==> config.mk <==
export PLATFORM = sky130hd
export DESIGN_NAME = lsu_host
export DESIGN_NICKNAME = d
export VERILOG_FILES = /design/src/rtl/lsu_pkg.sv /design/src/rtl/lsu_align.sv /design/src/rtl/lsu_host.sv
export SDC_FILE = /design/constraint.sdc
export NUM_CORES = 1
export LEC_CHECK = 0
export BUFFER_PORTS_ARGS = -buffer_cell sky130_fd_sc_hd__buf_4
export CORE_MARGIN = 10
export CORE_UTILIZATION = 51
export DETAILED_ROUTE_END_ITERATION = 8
export PLACE_DENSITY = 0.88
export SYNTH_ARGS = -nofsm -noshare
export SYNTH_HDL_FRONTEND = slang
export SYNTH_SLANG_ARGS = --single-unit
export TNS_END_PERCENT = 5
==> constraint.sdc <==
create_clock -name clk_i -period 5.5 [get_ports clk_i]
set_clock_uncertainty 0.05 [all_clocks]
set_input_delay 1.65 -clock clk_i [delete_from_list [all_inputs] [get_ports clk_i]]
set_output_delay 1.65 -clock clk_i [all_outputs]
set_load 0.02 [all_outputs]
==> src/rtl/lsu_pkg.sv <==
// lsu_pkg: shared encodings for the load/store unit host port.
//   lsu_size_e  - access size encoding as presented on lsu_size_i
//   lsu_state_e - lsu_host FSM state encoding
//   lsu_misaligned() - legality check for a size/offset pair
package lsu_pkg;

  typedef enum logic [1:0] {
    SZ_BYTE = 2'b00,
    SZ_HALF = 2'b01,
    SZ_WORD = 2'b10,
    SZ_ILL  = 2'b11
  } lsu_size_e;

  typedef enum logic [2:0] {
    IDLE  = 3'd0,
    RD    = 3'd1,
    RDATA = 3'd2,
    WR    = 3'd3,
    DONE  = 3'd4
  } lsu_state_e;

  // True for the illegal size code and for any half/word access that is
  // not naturally aligned.
  function automatic logic lsu_misaligned(input lsu_size_e size, input logic [1:0] off);
    logic bad;
    unique case (size)
      SZ_BYTE: bad = 1'b0;
      SZ_HALF: bad = off[0];
      SZ_WORD: bad = (off != 2'b00);
      default: bad = 1'b1;
    endcase
    return bad;
  endfunction

endpackage

==> src/rtl/lsu_align.sv <==
// lsu_align: combinational lane handling for lsu_host.
//   size_i, unsigned_i, offset_i : registered access attributes
//   word_i   : aligned word returned by the bus
//   wdata_i  : LSB-aligned store data from the core
//   load_o   : selected byte/half/word, sign- or zero-extended
//   merge_o  : word_i with the store lane replaced (full wdata_i for words)
module lsu_align
  import lsu_pkg::*;
#(
  parameter int DataWidth = 32
) (
  input  lsu_size_e              size_i,
  input  logic                   unsigned_i,
  input  logic [1:0]             offset_i,
  input  logic [DataWidth-1:0]   word_i,
  input  logic [DataWidth-1:0]   wdata_i,
  output logic [DataWidth-1:0]   load_o,
  output logic [DataWidth-1:0]   merge_o
);

  logic [7:0]  byte_sel;
  logic [15:0] half_sel;

  always_comb begin
    byte_sel = word_i[{offset_i, 3'b000} +: 8];
    half_sel = word_i[{offset_i[1], 4'b0000} +: 16];

    load_o = word_i;
    unique case (size_i)
      SZ_BYTE: load_o = {{(DataWidth-8){byte_sel[7] & ~unsigned_i}}, byte_sel};
      SZ_HALF: load_o = {{(DataWidth-16){half_sel[15] & ~unsigned_i}}, half_sel};
      default: load_o = word_i;
    endcase

    merge_o = word_i;
    unique case (size_i)
      SZ_BYTE: merge_o[{offset_i, 3'b000} +: 8] = wdata_i[7:0];
      SZ_HALF: merge_o[{offset_i[1], 4'b0000} +: 16] = wdata_i[15:0];
      default: merge_o = wdata_i;
    endcase
  end

endmodule

==> src/rtl/lsu_host.sv <==
// lsu_host: single-outstanding load/store unit driving one system-bus host port.
//   clk_i, rst_i        : clock, asynchronous active-high reset
//   lsu_req_i/we_i/size_i/unsigned_i/addr_i/wdata_i : core request, sampled in IDLE
//   lsu_busy_o          : transaction in flight, requests ignored
//   lsu_done_o          : one-cycle completion pulse
//   lsu_err_o/rdata_o   : completion status and extended load data, held until next completion
//   bus_req_o/gnt_i/addr_o/we_o/wdata_o/rdata_i : bus host port; rdata valid one cycle after grant
// Sub-word stores are read-modify-write: read the word, merge the lane, write it back.
module lsu_host
  import lsu_pkg::*;
#(
  parameter int DataWidth    = 32,
  parameter int AddressWidth = 32
) (
  input  logic                    clk_i,
  input  logic                    rst_i,
  input  logic                    lsu_req_i,
  input  logic                    lsu_we_i,
  input  logic [1:0]              lsu_size_i,
  input  logic                    lsu_unsigned_i,
  input  logic [AddressWidth-1:0] lsu_addr_i,
  input  logic [DataWidth-1:0]    lsu_wdata_i,
  output logic                    lsu_busy_o,
  output logic                    lsu_done_o,
  output logic                    lsu_err_o,
  output logic [DataWidth-1:0]    lsu_rdata_o,
  output logic                    bus_req_o,
  input  logic                    bus_gnt_i,
  output logic [AddressWidth-1:0] bus_addr_o,
  output logic                    bus_we_o,
  output logic [DataWidth-1:0]    bus_wdata_o,
  input  logic [DataWidth-1:0]    bus_rdata_i
);

  lsu_state_e              state_q, state_d;
  logic                    we_q;
  lsu_size_e               size_q;
  logic                    uns_q;
  logic [AddressWidth-1:0] addr_q;
  logic [DataWidth-1:0]    wword_q;
  logic [DataWidth-1:0]    rdata_q;
  logic                    err_q;

  lsu_size_e               req_size;
  logic                    req_err;
  logic [DataWidth-1:0]    load_data;
  logic [DataWidth-1:0]    merge_data;

  assign req_size = lsu_size_e'(lsu_size_i);
  assign req_err  = lsu_misaligned(req_size, lsu_addr_i[1:0]);

  lsu_align #(
    .DataWidth(DataWidth)
  ) u_align (
    .size_i    (size_q),
    .unsigned_i(uns_q),
    .offset_i  (addr_q[1:0]),
    .word_i    (bus_rdata_i),
    .wdata_i   (wword_q),
    .load_o    (load_data),
    .merge_o   (merge_data)
  );

  always_comb begin
    state_d = state_q;
    unique case (state_q)
      IDLE: begin
        if (lsu_req_i) begin
          if (req_err)                          state_d = DONE;
          else if (lsu_we_i && req_size == SZ_WORD) state_d = WR;
          else                                  state_d = RD;
        end
      end
      RD:      if (bus_gnt_i) state_d = RDATA;
      RDATA:   state_d = we_q ? WR : DONE;
      WR:      if (bus_gnt_i) state_d = DONE;
      DONE:    state_d = IDLE;
      default: state_d = IDLE;
    endcase
  end

  // Bus outputs are decoded from state alone so that an asynchronous reset
  // drops them in the same instant as the state register.
  always_comb begin
    bus_req_o   = 1'b0;
    bus_we_o    = 1'b0;
    bus_addr_o  = '0;
    bus_wdata_o = '0;
    unique case (state_q)
      RD: begin
        bus_req_o  = 1'b1;
        bus_addr_o = {addr_q[AddressWidth-1:2], 2'b00};
      end
      WR: begin
        bus_req_o   = 1'b1;
        bus_we_o    = 1'b1;
        bus_addr_o  = {addr_q[AddressWidth-1:2], 2'b00};
        bus_wdata_o = wword_q;
      end
      default: ;
    endcase
  end

  assign lsu_busy_o  = (state_q != IDLE);
  assign lsu_done_o  = (state_q == DONE);
  assign lsu_err_o   = err_q;
  assign lsu_rdata_o = rdata_q;

  // wword_q holds raw store data until RDATA, then the merged word for WR.
  always_ff @(posedge clk_i or posedge rst_i) begin
    if (rst_i) begin
      state_q <= IDLE;
      we_q    <= 1'b0;
      size_q  <= SZ_BYTE;
      uns_q   <= 1'b0;
      addr_q  <= '0;
      wword_q <= '0;
      rdata_q <= '0;
      err_q   <= 1'b0;
    end else begin
      state_q <= state_d;
      unique case (state_q)
        IDLE: begin
          if (lsu_req_i) begin
            we_q    <= lsu_we_i;
            size_q  <= req_size;
            uns_q   <= lsu_unsigned_i;
            addr_q  <= lsu_addr_i;
            wword_q <= lsu_wdata_i;
            if (req_err) begin
              err_q   <= 1'b1;
              rdata_q <= '0;
            end
          end
        end
        RDATA: begin
          if (we_q) begin
            wword_q <= merge_data;
          end else begin
            rdata_q <= load_data;
            err_q   <= 1'b0;
          end
        end
        WR: begin
          if (bus_gnt_i) begin
            rdata_q <= '0;
            err_q   <= 1'b0;
          end
        end
        default: ;
      endcase
    end
  end

endmodule

Word level (Yosys, flattened, before mapping)
Index checks and enable logic that the tools add are counted.
{"block": "classes", "add_sub_neg": 2, "n_mul": 0, "div_mod_pow": 0, "magnitude_cmp": 0, "eq_ne": 14, "shifts": 6, "mux": 29, "bitwise_logic": 3, "n_reduce_logical": 13}
{"cell": "2-to-1 mux 32 bit", "count": 8}
{"cell": "case mux 32 bit (2 select lines)", "count": 3}
{"cell": "case mux 32 bit (3 select lines)", "count": 1}
{"cell": "bitwise mux 32 bit", "count": 2}
{"cell": "variable shift 16 x 7 -> 32 bit (first input constant)", "count": 1}
{"cell": "variable shift 8 x 7 -> 32 bit (first input constant)", "count": 1}
{"cell": "indexed part select 16 x 7 -> 32 bit", "count": 1}
{"cell": "indexed part select 32 x 6 -> 16 bit", "count": 1}
{"cell": "indexed part select 32 x 6 -> 8 bit", "count": 1}
{"cell": "indexed part select 8 x 7 -> 32 bit", "count": 1}
{"cell": "2-to-1 mux 3 bit", "count": 5}
{"cell": "negation 5 -> 7 bit", "count": 2}
{"cell": "inequality test 2 bit (second input constant)", "count": 6}
{"cell": "case mux 3 bit (4 select lines)", "count": 1}
{"cell": "== test 3 x 2 -> 1 bit (second input constant)", "count": 2}
{"cell": "2-to-1 mux 1 bit", "count": 6}
{"cell": "case mux 1 bit (3 select lines)", "count": 2}
{"cell": "nonzero test 3 bit", "count": 2}
{"cell": "AND reduction 5 bit", "count": 1}
{"cell": "== test 2 x 1 -> 1 bit (second input constant)", "count": 2}
{"cell": "logical NOT 2 bit", "count": 2}
{"cell": "AND reduction 4 bit", "count": 1}
{"cell": "nonzero test 2 bit", "count": 2}
{"cell": "== test 3 x 1 -> 1 bit (second input constant)", "count": 1}
{"cell": "other kinds (11)", "count": 12}
{"block": "totals", "regBits": 104, "latch_bits": 0, "ramBits": 0, "romBits": 0, "inputBits": 104, "elab_cells": 75, "memories": 0}

Longest topological paths before layout
{"block": "depth", "ltp_word": 6, "ltp_mapped": 10, "mapped_depth_nobuf": 6}

Hierarchy
Synthesis repeated with hierarchy kept, for this count alone.
{"block": "unflattened", "cells_unflattened": 718, "hier_area_um2": 7253.2}
{"mod": "lsu_host", "instances": 1, "cells_per_inst": 462, "area_per_inst_um2": 5277.6, "seq_area_each_um2": 2602.5}
{"mod": "lsu_align", "instances": 1, "cells_per_inst": 256, "area_per_inst_um2": 1975.6, "seq_area_each_um2": 0.0}

Least setup slack after synthesis
OpenSTA, ideal clock, no wires.
{"block": "synth_path", "path_type": "reg2out", "startpoint": "reg state_q[0]", "endpoint": "out bus_addr_o[22]", "arrival_ps": 1436, "path_slack_ps": 2364, "path_stages_with_launch": 6, "cell_sequence": "dfrtp_1 -> buf_6 -> nor2b_1 -> clkbuf_1 -> clkbuf_1 -> and2_1"}
{"block": "synth_between", "elab_chain_cells": 3, "elab_cells_between_ends": 4, "classes_between": "eq/ne: 2; mux: 1; reduce/logical: 1"}
{"element": "start: declaration", "line_no": "lsu_host.sv:35", "source": "lsu_state_e state_q, state_d;"}
{"element": "start signal: assignment", "line_no": "lsu_host.sv:121", "source": "state_q <= state_d;"}
{"element": "== test 3 x 2 -> 1 bit or == test 3 x 1 -> 1 bit (tied branches)", "line_no": "lsu_host.sv:89", "source": "unique case (state_q)"}
{"element": "OR reduction 2 bit (no source line) *"}
{"element": "2-to-1 mux 32 bit *", "line_no": "lsu_host.sv:89"}
{"element": "end: declaration", "line_no": "lsu_host.sv:29", "source": "output logic [AddressWidth-1:0] bus_addr_o,"}
Every way passes the cells marked *; elsewhere a longest branch is shown, timed or not.

Final worst setup path
{"block": "layout_path", "startpoint": "reg state_q[0]", "endpoint": "out bus_wdata_o[25]"}
{"block": "layout_between", "elab_chain_cells": 2}
{"element": "== test 3 x 2 -> 1 bit", "line_no": "lsu_host.sv:89"}
{"element": "2-to-1 mux 32 bit", "line_no": "lsu_host.sv:89"}
{"element": "end: declaration", "line_no": "lsu_host.sv:31", "source": "output logic [DataWidth-1:0] bus_wdata_o,"}
Every way passes these cells.

==> results.json <==
{
  "setup_tns_ns": 0,
  "relSlewSlack_pct": 14.68,
  "ir_worst_vdd_mv": 0.3037,
  "layout_commonest_cell": "buf_4",
  "stdcell_area_um2": 7880,
  "cts-buffers-inserted": 9,
  "period_minus_slack_ns": 3.864,
  "dr.pass1.iters": 5,
  "rsz0062_at_grt": "false",
  "antenna_cells": 0,
  "synthCells": 586,
  "antenna_found_initial": 0,
  "floorplan.initialDensity_pct": 52.75,
  "power_density_nw_per_um2": 584.0,
  "cts_resized": 0,
  "finalWirelength_um": 20160,
  "holdPathStages": 1,
  "max_freq_mhz": 258.8,
  "cp_data_arrival_time_ns": 2.16,
  "viasPerCell": 6.242,
  "port-buffer-count": 202,
  "cts_setup_buffers": 0,
  "fill_cells": 897,
  "core_um2": 11520,
  "seqCellArea_um2": 2603,
  "cts.sinks": 104,
  "hpwl_um": 14860,
  "yosys_warnings": 0,
  "slowest_stage": "nor2b_4",
  "cts_tree": "yes",
  "reg2reg_depth": 7,
  "critPathTopFamily": "simple AND/OR/NAND/NOR gates",
  "drcViolationCount": 0,
  "die_area_um2": 16680,
  "num_rows": 39,
  "rrSetupSlack_ns": 2.23,
  "drive_above_1_share_pct": 37.82,
  "ys_async_sr_fraction_pct": 100.0,
  "cp_max_fo": 64,
  "path_clk_slew_ns": 0.06,
  "cp-start-kind": "flip-flop",
  "cts_buffer_depth": 2,
  "pwr-share-clk_pct": 15.8,
  "holdBufCountCts": 0,
  "grt.overflow.total": 0,
  "p_sw_share_pct": 41.70,
  "cts-root-buf": "clkbuf_16",
  "hold_start": "addr_q[3]",
  "syn_avg_cell_area_um2": 10.37,
  "p_comb_share_pct": 51.1,
  "multiInputGateArea_um2": 3168,
  "grtUsageTotal_pct": 23.23,
  "rr_endpoint": "wword_q[23]",
  "grt_pass1_wl_um": 30570,
  "synth_edf_count": 0,
  "ys_ff_latch": 104,
  "pwr-share-seq_pct": 33.1,
  "die_h_um": 129.1,
  "p_int_mw": 2.683,
  "outcome": "complete, no violations",
  "placed_cells": 879,
  "p_leak_nw": 3.781,
  "vias": 5580,
  "final-hold-violation-count": 0,
  "first_global_vias": 5469,
  "crit_type": "reg -> out",
  "synthFlopType": "dfrtp_1",
  "place.gp.congestion": 0.9078,
  "utilization_pct": 68.43,
  "power_switching_mw": 1.919,
  "die_w_um": 129.1,
  "hold_path_class": "reg -> reg",
  "ios": 205,
  "crit_buf_inv": 1,
  "htreeDepth": 3,
  "place_area_um2": 7543,
  "total_power_mw": 4.602,
  "synth_cell_types": 51,
  "area_growth_pct": 29.72,
  "stdcell_count": 894,
  "setup_viol": 0,
  "crit_path_max_incr_delay_ns": 0.87,
  "hold_path_end": "addr_q[3]",
  "cp.required_ns": 3.80,
  "cp_cell_sequence": "nor2b_4 -> and3_1 -> buf_4",
  "timing.final.crit_share_pct": 70.25,
  "synth.cell_area_um2": 6075,
  "rr_startpoint": "addr_q[1]",
  "maxCapViolations": 0,
  "final_antenna_net_count": 0,
  "grt_max_degree": 73,
  "maxSlewViolCount": 0,
  "cp-end-kind": "output pin",
  "clock_latency_ns": 0.34,
  "tightest_slew_ns": 1.263,
  "layout_common_cells": "buf_4, dfrtp_1, a21oi_1",
  "drtIter0Drc": 759,
  "wire_per_inst_um": 22.55,
  "synth_seq_area_share_pct": 42.84,
  "fin_nets": 856
}
==> worst max-delay path by stage <==
stage / startpoint / to / slack (ns) / depth (start not counted)
6_report: state_q[0] / bus_wdata_o[25] / 1.64 / 3
5_1_grt: state_q[0] / bus_wdata_o[26] / 1.43 / 3
4_1_cts: state_q[0] / bus_wdata_o[25] / 1.65 / 3
3_5_place_dp: state_q[0] / bus_wdata_o[25] / 2.02 / 3
3_3_place_gp: lsu_req_i / wword_q[1] / 2.13 / 6
2_1_floorplan: rst_i / addr_q[0] / 1.07 / 1
==> through the flow <==
step	setup slack, ns	hold slack, ns
final	1.636	0.4445
after global routing	1.430	0.4643
after CTS	1.654	0.4512
after detailed placement	2.019	0.4312
after global placement	2.134	0.4303
after floorplan	1.068	0.4220
==> power by group through the flow <==
| stage | registers, mW | logic (mW) | clock network (mW) |
|---|---|---|---|
| 2_1_floorplan | 1.46 | 1.64 | 0 |
| 3_3_place_gp | 1.49 | 2.26 | 0 |
| 3_5_place_dp | 1.52 | 2.33 | 0 |
| 4_1_cts | 1.51 | 2.35 | 0.733 |
| 5_1_grt | 1.58 | 2.53 | 0.764 |
| 6_report | 1.52 | 2.35 | 0.727 |
==> cell usage after synthesis (2+ instances only) <==
cell type,count,share of area (%)
a22oi_1,16,2.0
o21a_1,3,0.37
or3_1,11,1.1
clkbuf_1,27,1.7
and2_1,32,3.3
and3b_1,7,1.0
nor4bb_1,2,0.33
a22o_1,8,1.2
a21oi_2,2,0.29
mux2_4,9,2.2
mux2i_1,17,2.8
inv_1,8,0.49
o211ai_1,8,0.99
ha_1,5,1.0
buf_2,14,1.2
nor2_1,28,1.7
nand2_1,15,0.93
mux2_2,42,7.8
buf_1,5,0.31
buf_4,11,1.4
buf_6,2,0.37
o21ai_0,20,1.6
dfrtp_1,104,43
o2bb2ai_1,8,1.2
a31oi_1,9,0.93
a221o_1,40,6.6
and3_1,32,3.3
a32o_1,8,1.3
nand2b_1,13,1.3
a21oi_1,50,4.1
nor2b_1,4,0.41
a211o_1,7,1.0
==> per-layer routing <==
| layer | vias up | routed length [um] | part of all wire [%] | GRT usage, % |
|---|---|---|---|---|
| li1 | 2523 | - | - | - |
| met1 | 2682 | 7560 | 37 | 28.18 |
| met2 | 328 | 10020 | 50 | 38.71 |
| met3 | 47 | 2073 | 10 | 6.240 |
| met4 | 0 | 511 | 2.5 | 8.963 |
| met5 | - | 0 | 0 | 0 |
==> registers in the layout, summed over array words and instances, names as in the netlist <==
| signal | flops |
|---|---|
| state_q | 3 |
| addr_q | 32 |
| uns_q | 1 |
| size_q | 2 |
| we_q | 1 |
| wword_q | 32 |
| lsu_err_o | 1 |
| lsu_rdata_o | 32 |
==> cell families (layout without fill, tap and decap cells) <==
group / after synthesis / in the layout / synth area share [%]
buffers and inverters: 67 / 231 / 5.355
AND/OR/NAND/NOR: 154 / 154 / 14.81
flip-flops: 104 / 104 / 42.84
AO/OA/AOI/OAI: 186 / 186 / 22.95
other: 1 / 2 / 0.06173
adder cells (fa/ha/maj): 5 / 5 / 1.030
multiplexers: 68 / 68 / 12.81
XOR/XNOR: 1 / 1 / 0.1442
==> cell type report <==
class                      instances  share of cell area, %
clock buffer                      12                  3.128
clock inverter                     3                  1.143
inverter                           8                 0.4128
multi-input combinational        416                  40.20
sequential                       104                  33.03
tap                              143                  2.271
timing repair buffer             208                  19.82
Power figures use the tool's default switching activity.
